===== src/rtl/mul_div_unit_pkg.sv =====
// Shared types and constants for the multi-cycle multiply/divide unit.
package muldiv_pkg;

  localparam int DEF_WIDTH = 32;

  localparam logic OP_MUL = 1'b0;
  localparam logic OP_DIV = 1'b1;

  typedef enum logic [1:0] {
    IDLE,
    RUN,
    FIX,
    DONE
  } state_t;

endpackage


===== src/rtl/mul_div_unit_if.sv =====
// Request/result bundle between the control unit and the multiply/divide unit.
// op_unsigned is present only when MULDIV_UNSIGNED_EN is defined.
interface mul_div_unit_if
  import muldiv_pkg::*;
#(
  parameter int WIDTH = DEF_WIDTH
);

  logic             start;
  logic             op;
`ifdef MULDIV_UNSIGNED_EN
  logic             op_unsigned;
`endif
  logic [WIDTH-1:0] operand_a;
  logic [WIDTH-1:0] operand_b;
  logic [WIDTH-1:0] z_hi;
  logic [WIDTH-1:0] z_lo;
  logic             busy;
  logic             done;
  logic             div_by_zero;

  modport master (
`ifdef MULDIV_UNSIGNED_EN
    output op_unsigned,
`endif
    output start, op, operand_a, operand_b,
    input  z_hi, z_lo, busy, done, div_by_zero
  );

  modport slave (
`ifdef MULDIV_UNSIGNED_EN
    input  op_unsigned,
`endif
    input  start, op, operand_a, operand_b,
    output z_hi, z_lo, busy, done, div_by_zero
  );

endinterface


===== src/rtl/mul_div_unit_step.sv =====
// One combinational iteration: radix-2 Booth add/sub + arithmetic shift, or
// restoring-division shift + trial subtract on magnitudes.
module mul_div_step
  import muldiv_pkg::*;
#(
  parameter int WIDTH = DEF_WIDTH
) (
  input  logic             op,
  input  logic [WIDTH:0]   a_in,
  input  logic [WIDTH:0]   q_in,
  input  logic [WIDTH:0]   m_in,
  input  logic             qm1_in,
  output logic [WIDTH:0]   a_out,
  output logic [WIDTH:0]   q_out,
  output logic             qm1_out
);

  logic [WIDTH:0]   booth_sum;
  logic [WIDTH:0]   rem_shift;
  logic [WIDTH+1:0] trial;

  always_comb begin
    booth_sum = a_in;
    rem_shift = {a_in[WIDTH-1:0], q_in[WIDTH-1]};
    // Extra leading bit so the borrow is valid even when rem_shift exceeds 2^WIDTH
    trial     = {1'b0, rem_shift} - {1'b0, m_in};
    a_out     = a_in;
    q_out     = q_in;
    qm1_out   = qm1_in;

    if (op == OP_MUL) begin
      case ({q_in[0], qm1_in})
        2'b01:   booth_sum = a_in + m_in;
        2'b10:   booth_sum = a_in - m_in;
        default: booth_sum = a_in;
      endcase
      a_out   = {booth_sum[WIDTH], booth_sum[WIDTH:1]};
      q_out   = {booth_sum[0], q_in[WIDTH:1]};
      qm1_out = q_in[0];
    end else if (trial[WIDTH+1]) begin
      a_out = rem_shift;
      q_out = {1'b0, q_in[WIDTH-2:0], 1'b0};
    end else begin
      a_out = trial[WIDTH:0];
      q_out = {1'b0, q_in[WIDTH-2:0], 1'b1};
    end
  end

endmodule


===== src/rtl/mul_div_unit.sv =====
// Multi-cycle signed 32x32 multiply/divide producing the Z_HI/Z_LO pair.
// Defining MULDIV_UNSIGNED_EN adds op_unsigned for unsigned multiply/divide.
module mul_div_unit
  import muldiv_pkg::*;
#(
  parameter int WIDTH = DEF_WIDTH
) (
  input  logic           clk,
  input  logic           clr_n,
  mul_div_unit_if.slave  bus
);

  localparam int CNT_W = $clog2(WIDTH);
`ifdef MULDIV_UNSIGNED_EN
  localparam int CW = CNT_W + 1;
`else
  localparam int CW = CNT_W;
`endif

  state_t           state, state_nx;
  logic [CW-1:0]    count, count_init;
  logic             op_reg, uns_reg, zdiv_reg, neg_q, neg_r, dbz_reg;
  logic [WIDTH:0]   a_reg, q_reg, m_reg;
  logic             qm1_reg;
  logic [WIDTH-1:0] z_hi_reg, z_lo_reg, res_hi, res_lo;
  logic [WIDTH:0]   a_nx, q_nx;
  logic             qm1_nx;
  logic             uns_in, sgn, zdiv_in;
  logic [WIDTH-1:0] mag_a, mag_b;

`ifdef MULDIV_UNSIGNED_EN
  assign uns_in = bus.op_unsigned;
`else
  assign uns_in = 1'b0;
`endif

  assign sgn     = ~uns_in;
  assign zdiv_in = (bus.op == OP_DIV) && (bus.operand_b == '0);
  assign mag_a   = (sgn && bus.operand_a[WIDTH-1]) ? -bus.operand_a : bus.operand_a;
  assign mag_b   = (sgn && bus.operand_b[WIDTH-1]) ? -bus.operand_b : bus.operand_b;

  always_comb begin
    count_init = CW'(WIDTH - 1);
`ifdef MULDIV_UNSIGNED_EN
    // Zero-extended multiplier needs one more Booth step to cover its top bit
    if (uns_in && bus.op == OP_MUL) count_init = CW'(WIDTH);
`endif
  end

  mul_div_step #(.WIDTH(WIDTH)) u_step (
    .op      (op_reg),
    .a_in    (a_reg),
    .q_in    (q_reg),
    .m_in    (m_reg),
    .qm1_in  (qm1_reg),
    .a_out   (a_nx),
    .q_out   (q_nx),
    .qm1_out (qm1_nx)
  );

  always_ff @(posedge clk or negedge clr_n) begin
    if (!clr_n) state <= IDLE;
    else        state <= state_nx;
  end

  always_comb begin
    state_nx = state;
    case (state)
      IDLE: if (bus.start) state_nx = zdiv_in ? FIX : RUN;
      RUN:  if (count == '0) state_nx = FIX;
      FIX:  state_nx = DONE;
      DONE: state_nx = IDLE;
      default: state_nx = IDLE;
    endcase
  end

  always_comb begin
    res_hi = a_reg[WIDTH-1:0];
    res_lo = q_reg[WIDTH:1];
    if (zdiv_reg) begin
      res_hi = a_reg[WIDTH-1:0];
      res_lo = '1;
    end else if (op_reg == OP_MUL) begin
      if (uns_reg) begin
        res_hi = {a_reg[WIDTH-2:0], q_reg[WIDTH]};
        res_lo = q_reg[WIDTH-1:0];
      end
    end else begin
      res_lo = neg_q ? -q_reg[WIDTH-1:0] : q_reg[WIDTH-1:0];
      res_hi = neg_r ? -a_reg[WIDTH-1:0] : a_reg[WIDTH-1:0];
    end
  end

  always_ff @(posedge clk or negedge clr_n) begin
    if (!clr_n) begin
      count    <= '0;
      op_reg   <= 1'b0;
      uns_reg  <= 1'b0;
      zdiv_reg <= 1'b0;
      neg_q    <= 1'b0;
      neg_r    <= 1'b0;
      dbz_reg  <= 1'b0;
      a_reg    <= '0;
      q_reg    <= '0;
      m_reg    <= '0;
      qm1_reg  <= 1'b0;
      z_hi_reg <= '0;
      z_lo_reg <= '0;
    end else begin
      case (state)
        IDLE: if (bus.start) begin
          op_reg   <= bus.op;
          uns_reg  <= uns_in;
          zdiv_reg <= zdiv_in;
          dbz_reg  <= 1'b0;
          count    <= count_init;
          qm1_reg  <= 1'b0;
          neg_q    <= sgn && (bus.operand_a[WIDTH-1] ^ bus.operand_b[WIDTH-1]);
          neg_r    <= sgn && bus.operand_a[WIDTH-1];
          if (bus.op == OP_MUL) begin
            a_reg <= '0;
            m_reg <= {sgn & bus.operand_a[WIDTH-1], bus.operand_a};
            q_reg <= {sgn & bus.operand_b[WIDTH-1], bus.operand_b};
          end else begin
            // A zero divisor skips RUN; a_reg carries the dividend to z_hi
            a_reg <= zdiv_in ? {1'b0, bus.operand_a} : '0;
            m_reg <= {1'b0, mag_b};
            q_reg <= {1'b0, mag_a};
          end
        end
        RUN: begin
          a_reg   <= a_nx;
          q_reg   <= q_nx;
          qm1_reg <= qm1_nx;
          if (count != '0) count <= count - 1'b1;
        end
        FIX: begin
          z_hi_reg <= res_hi;
          z_lo_reg <= res_lo;
          dbz_reg  <= zdiv_reg;
        end
        default: ;
      endcase
    end
  end

  assign bus.z_hi        = z_hi_reg;
  assign bus.z_lo        = z_lo_reg;
  assign bus.busy        = (state == RUN) || (state == FIX);
  assign bus.done        = (state == DONE);
  assign bus.div_by_zero = dbz_reg;

endmodule


===== src/flat_wrapper.sv =====
// flat-port wrapper written by rule: the top's interface ports become plain ports
module mul_div_unit_flat import muldiv_pkg::*;
#(
  parameter int WIDTH = DEF_WIDTH
)
  (clk, clr_n, bus_start, bus_op, bus_operand_a, bus_operand_b, bus_z_hi, bus_z_lo, bus_busy, bus_done, bus_div_by_zero);
  mul_div_unit_if #(.WIDTH(WIDTH)) bus_i ();
  input  logic clk;
  input  logic clr_n;
  input wire logic [$bits(bus_i.start)-1:0] bus_start;
  input wire logic [$bits(bus_i.op)-1:0] bus_op;
  input wire logic [$bits(bus_i.operand_a)-1:0] bus_operand_a;
  input wire logic [$bits(bus_i.operand_b)-1:0] bus_operand_b;
  output wire logic [$bits(bus_i.z_hi)-1:0] bus_z_hi;
  output wire logic [$bits(bus_i.z_lo)-1:0] bus_z_lo;
  output wire logic [$bits(bus_i.busy)-1:0] bus_busy;
  output wire logic [$bits(bus_i.done)-1:0] bus_done;
  output wire logic [$bits(bus_i.div_by_zero)-1:0] bus_div_by_zero;
  assign bus_i.start = bus_start;
  assign bus_i.op = bus_op;
  assign bus_i.operand_a = bus_operand_a;
  assign bus_i.operand_b = bus_operand_b;
  assign bus_z_hi = bus_i.z_hi;
  assign bus_z_lo = bus_i.z_lo;
  assign bus_busy = bus_i.busy;
  assign bus_done = bus_i.done;
  assign bus_div_by_zero = bus_i.div_by_zero;
  mul_div_unit #(.WIDTH(WIDTH)) u_core (.clk(clk), .clr_n(clr_n), .bus(bus_i));
endmodule

===== config.mk =====
export PLATFORM = sky130hd
export DESIGN_NAME = mul_div_unit_flat
export DESIGN_NICKNAME = d
export VERILOG_FILES = /design/src/rtl/mul_div_unit_pkg.sv /design/src/rtl/mul_div_unit_if.sv /design/src/rtl/mul_div_unit_step.sv /design/src/rtl/mul_div_unit.sv /design/src/flat_wrapper.sv
export SDC_FILE = /design/constraint.sdc
export NUM_CORES = 1
export LEC_CHECK = 0
export ABC_AREA = 0
export CORE_UTILIZATION = 64
export CTS_CLUSTER_SIZE = 25
export DETAILED_ROUTE_END_ITERATION = 8
export PLACE_DENSITY_LB_ADDON = 0.3
export SLEW_MARGIN = 20
export SYNTH_ARGS = -nofsm -noshare
export SYNTH_HDL_FRONTEND = slang
export SYNTH_SLANG_ARGS = --single-unit

===== constraint.sdc =====
create_clock -name clk -period 12.3 [get_ports clk]
set_input_delay 3.69 -clock clk [delete_from_list [all_inputs] [get_ports clk]]
set_output_delay 3.69 -clock clk [all_outputs]
set_load 0.02 [all_outputs]

==> qor.csv <==
metric,value,unit
status,finished clean,
clk_latency,0.45,ns
rsz0062_at_grt,false,
fin_setup_tns,0,ns
cp_slowest_cell,nor3_1,
htreeDepth,4,
synthFlopType,dfrtp_1,
synthTopCellsByArea,"dfrtp_1 (27%), a21oi_1 (8.4%), ha_1 (5.9%), o21ai_0 (5.9%), nor2_1 (5.7%)",
synth_edf_count,0,
syn-instance-count,2158,
clock-sinks,176,
drv_slew,0,
via_count,17502,
met3_usage,11.89,%
clock_path_buffers,2,
cts_resized,0,
routedWlPerCell,23.22,µm
grt_pass1_wl,90020,µm
cp.arrival,7.47,ns
ys_types,77,
endpoint_kind,flop,
top_usage_layer,met2,
coreArea,0.02460,mm²
num_antenna_cells,0,
post-cts-setup-buffers,0,
grt_max_degree,100,
synthArstFlopShare,100.0,%
min_path_cells,1,
grt_overflow,0,
drc,0,
syn_area,0.01622,mm²
fin_crit,7.107,ns
drtIter0Drc,2600,
crit_chain,clkdlybuf4s50_1 -> or4_1 -> or4_1 -> nor3_1 -> nand2_1 -> nor3_1 -> nand2_1 -> a22o_1 -> a21oi_1,
ys_warn_count,0,
cts_tree,built,
postSynthAreaPerCell,7.517,µm²
startpoint_type,input port,
totalWireLength,58490,µm
syn_nets,2305,
vias_per_cell,6.948,
fp.dieH,161.2,µm
io_pins,135,
multi_input_area,0.01098,mm²
hpwl,43370,µm
row_count,57,
cap_viol_max_count,0,
hold_violations,0,
grt_usage,44.69,%
rr_worst_depth,18,
finalClockSkew,0.01792,ns
register_area,0.004408,mm²
finalNetCount,2329,
clock.fmax,0.1407,GHz
grt_pass1_vias,16410,
path_class,in2reg,
grtUsageMet2,70.96,%
cts_hold_buffers,0,
max_stage_delay,0.94,ns
max_slew_margin,19.02,%
synth_area_leader_cell,dfrtp_1,
met1_usage,54.94,%
final_antenna_net_count,0,
synthToLayoutAreaGrowth,11.87,%
cts_root_buf,clkbuf_16,
gp_congestion,1.082,
setup_viol,0,
seq_area_frac_synth,27.15,%
dr.pass1.iters,6,
yosysMostFrequentCell,a21oi_1,
hp-class,reg2reg,
synth.ff_latch_count,176,
crit_required,12.66,ns
drive_gt1_share,4.601,%
synth_top_area_share,27.15,%
path_clk_slew,0.07,ns
period_share,57.78,%
cts_inserted_buffers,17,
yosys-top-cells-count,"a21oi_1 (271), nor2_1 (247), nand2_1 (220)",
start_util,65.93,%
dieArea,0.02599,mm²
die_w,161.2,µm
port_buffers,134,
fill_cells,1873,
path_max_fanout,7,
antenna_found_initial,0,
worst_pin_slew,1.212,ns
==> routing by layer <==
| layer | routed length (µm) | up-vias | share of wire (%) |
|---|---|---|---|
| li1 | - | 7782 | - |
| met1 | 21350 | 8146 | 36 |
| met2 | 26330 | 1292 | 45 |
| met3 | 7193 | 282 | 12 |
| met4 | 3621 | 0 | 6.2 |
| met5 | 0 | - | 0 |
==> cell families (layout without fill, tap and decap cells) <==
kind of cell               after synthesis  in the layout  synth area share [%]
muxes                                   63             63                 3.995
adders and majority gates               79             79                 6.186
and+or+nand+nor                        703            703                 20.09
xor gates and xnor gates               191            191                 10.31
AOI/OAI and AO/OA                      724            724                 26.90
buffers and inverters                  222            259                 5.368
DFF                                    176            176                 27.15
==> area by class of cell <==
| cell class | instances | area share, % |
|---|---|---|
| inverters | 74 | 1.531 |
| repair buffers | 153 | 8.177 |
| multi-input cells | 1760 | 60.50 |
| clock inverters | 13 | 0.7722 |
| clock buffers | 19 | 2.496 |
| flip-flops and latches | 176 | 24.29 |
| well taps | 324 | 2.234 |
==> worst max-delay path: cells and delay by family <==
| family | cells | cell delay (ns) |
|---|---|---|
| AO/OA/AOI/OAI | 2 | 0.40 |
| buffers and inverters | 1 | 0.50 |
| AND/OR/NAND/NOR | 6 | 2.87 |
==> metrics by stage <==
step | area [µm²] | hold slack, ns | utilization [%] | std cells | setup slack (ns)
floorplan | 16220 | 0.4485 | - | 2158 | 5.884
global placement | 17540 | 0.4636 | 71.30 | 2487 | 5.049
detailed placement | 17540 | 0.4871 | 71.30 | 2487 | 4.969
CTS | 18140 | 0.5040 | 73.71 | 2519 | 5.378
global route | 18150 | 0.5134 | 73.76 | 2519 | 5.008
finish | 18150 | 0.5042 | 73.76 | 2519 | 5.193
==> final timing paths <==
path / slack [ns] / start / endpoint
max: 5.19 / bus_operand_b[4] / u_core.a_reg[18]$_DFFE_PN0P_
min: 0.50 / u_core.bus.div_by_zero$_DFFE_PN0P_ / u_core.bus.div_by_zero$_DFFE_PN0P_
max reg2reg: 6.50 / u_core.m_reg[1]$_DFFE_PN0P_ / u_core.a_reg[28]$_DFFE_PN0P_
min reg2reg: 0.50 / u_core.bus.div_by_zero$_DFFE_PN0P_ / u_core.bus.div_by_zero$_DFFE_PN0P_
max in group asynchronous: 7.54 / clr_n / u_core.op_reg$_DFFE_PN0P_
min in group asynchronous: 3.32 / clr_n / u_core.bus.z_hi[19]$_DFFE_PN0P_
==> layout by cell type (no fill, tap or decap), types with 20 or more instances in the layout <==
cell | synthesis | final
dfrtp_1 | 176 | 175
nor2_1 | 247 | 246
a31oi_1 | 43 | 43
mux2i_1 | 49 | 49
xnor2_1 | 89 | 89
xor2_1 | 102 | 102
clkdlybuf4s50_1 | 0 | 132
a21oi_1 | 271 | 271
nor3_1 | 34 | 34
nand3_1 | 30 | 30
o31ai_1 | 32 | 32
ha_1 | 77 | 75
or3_1 | 20 | 20
inv_1 | 73 | 73
nor4_1 | 20 | 20
o21ai_0 | 191 | 191
nand2_1 | 220 | 218
nor2b_1 | 21 | 20
a21o_1 | 29 | 29
Power is not shown: default switching activity piles up to over one toggle a cycle in this logic, so the estimate is an artifact.
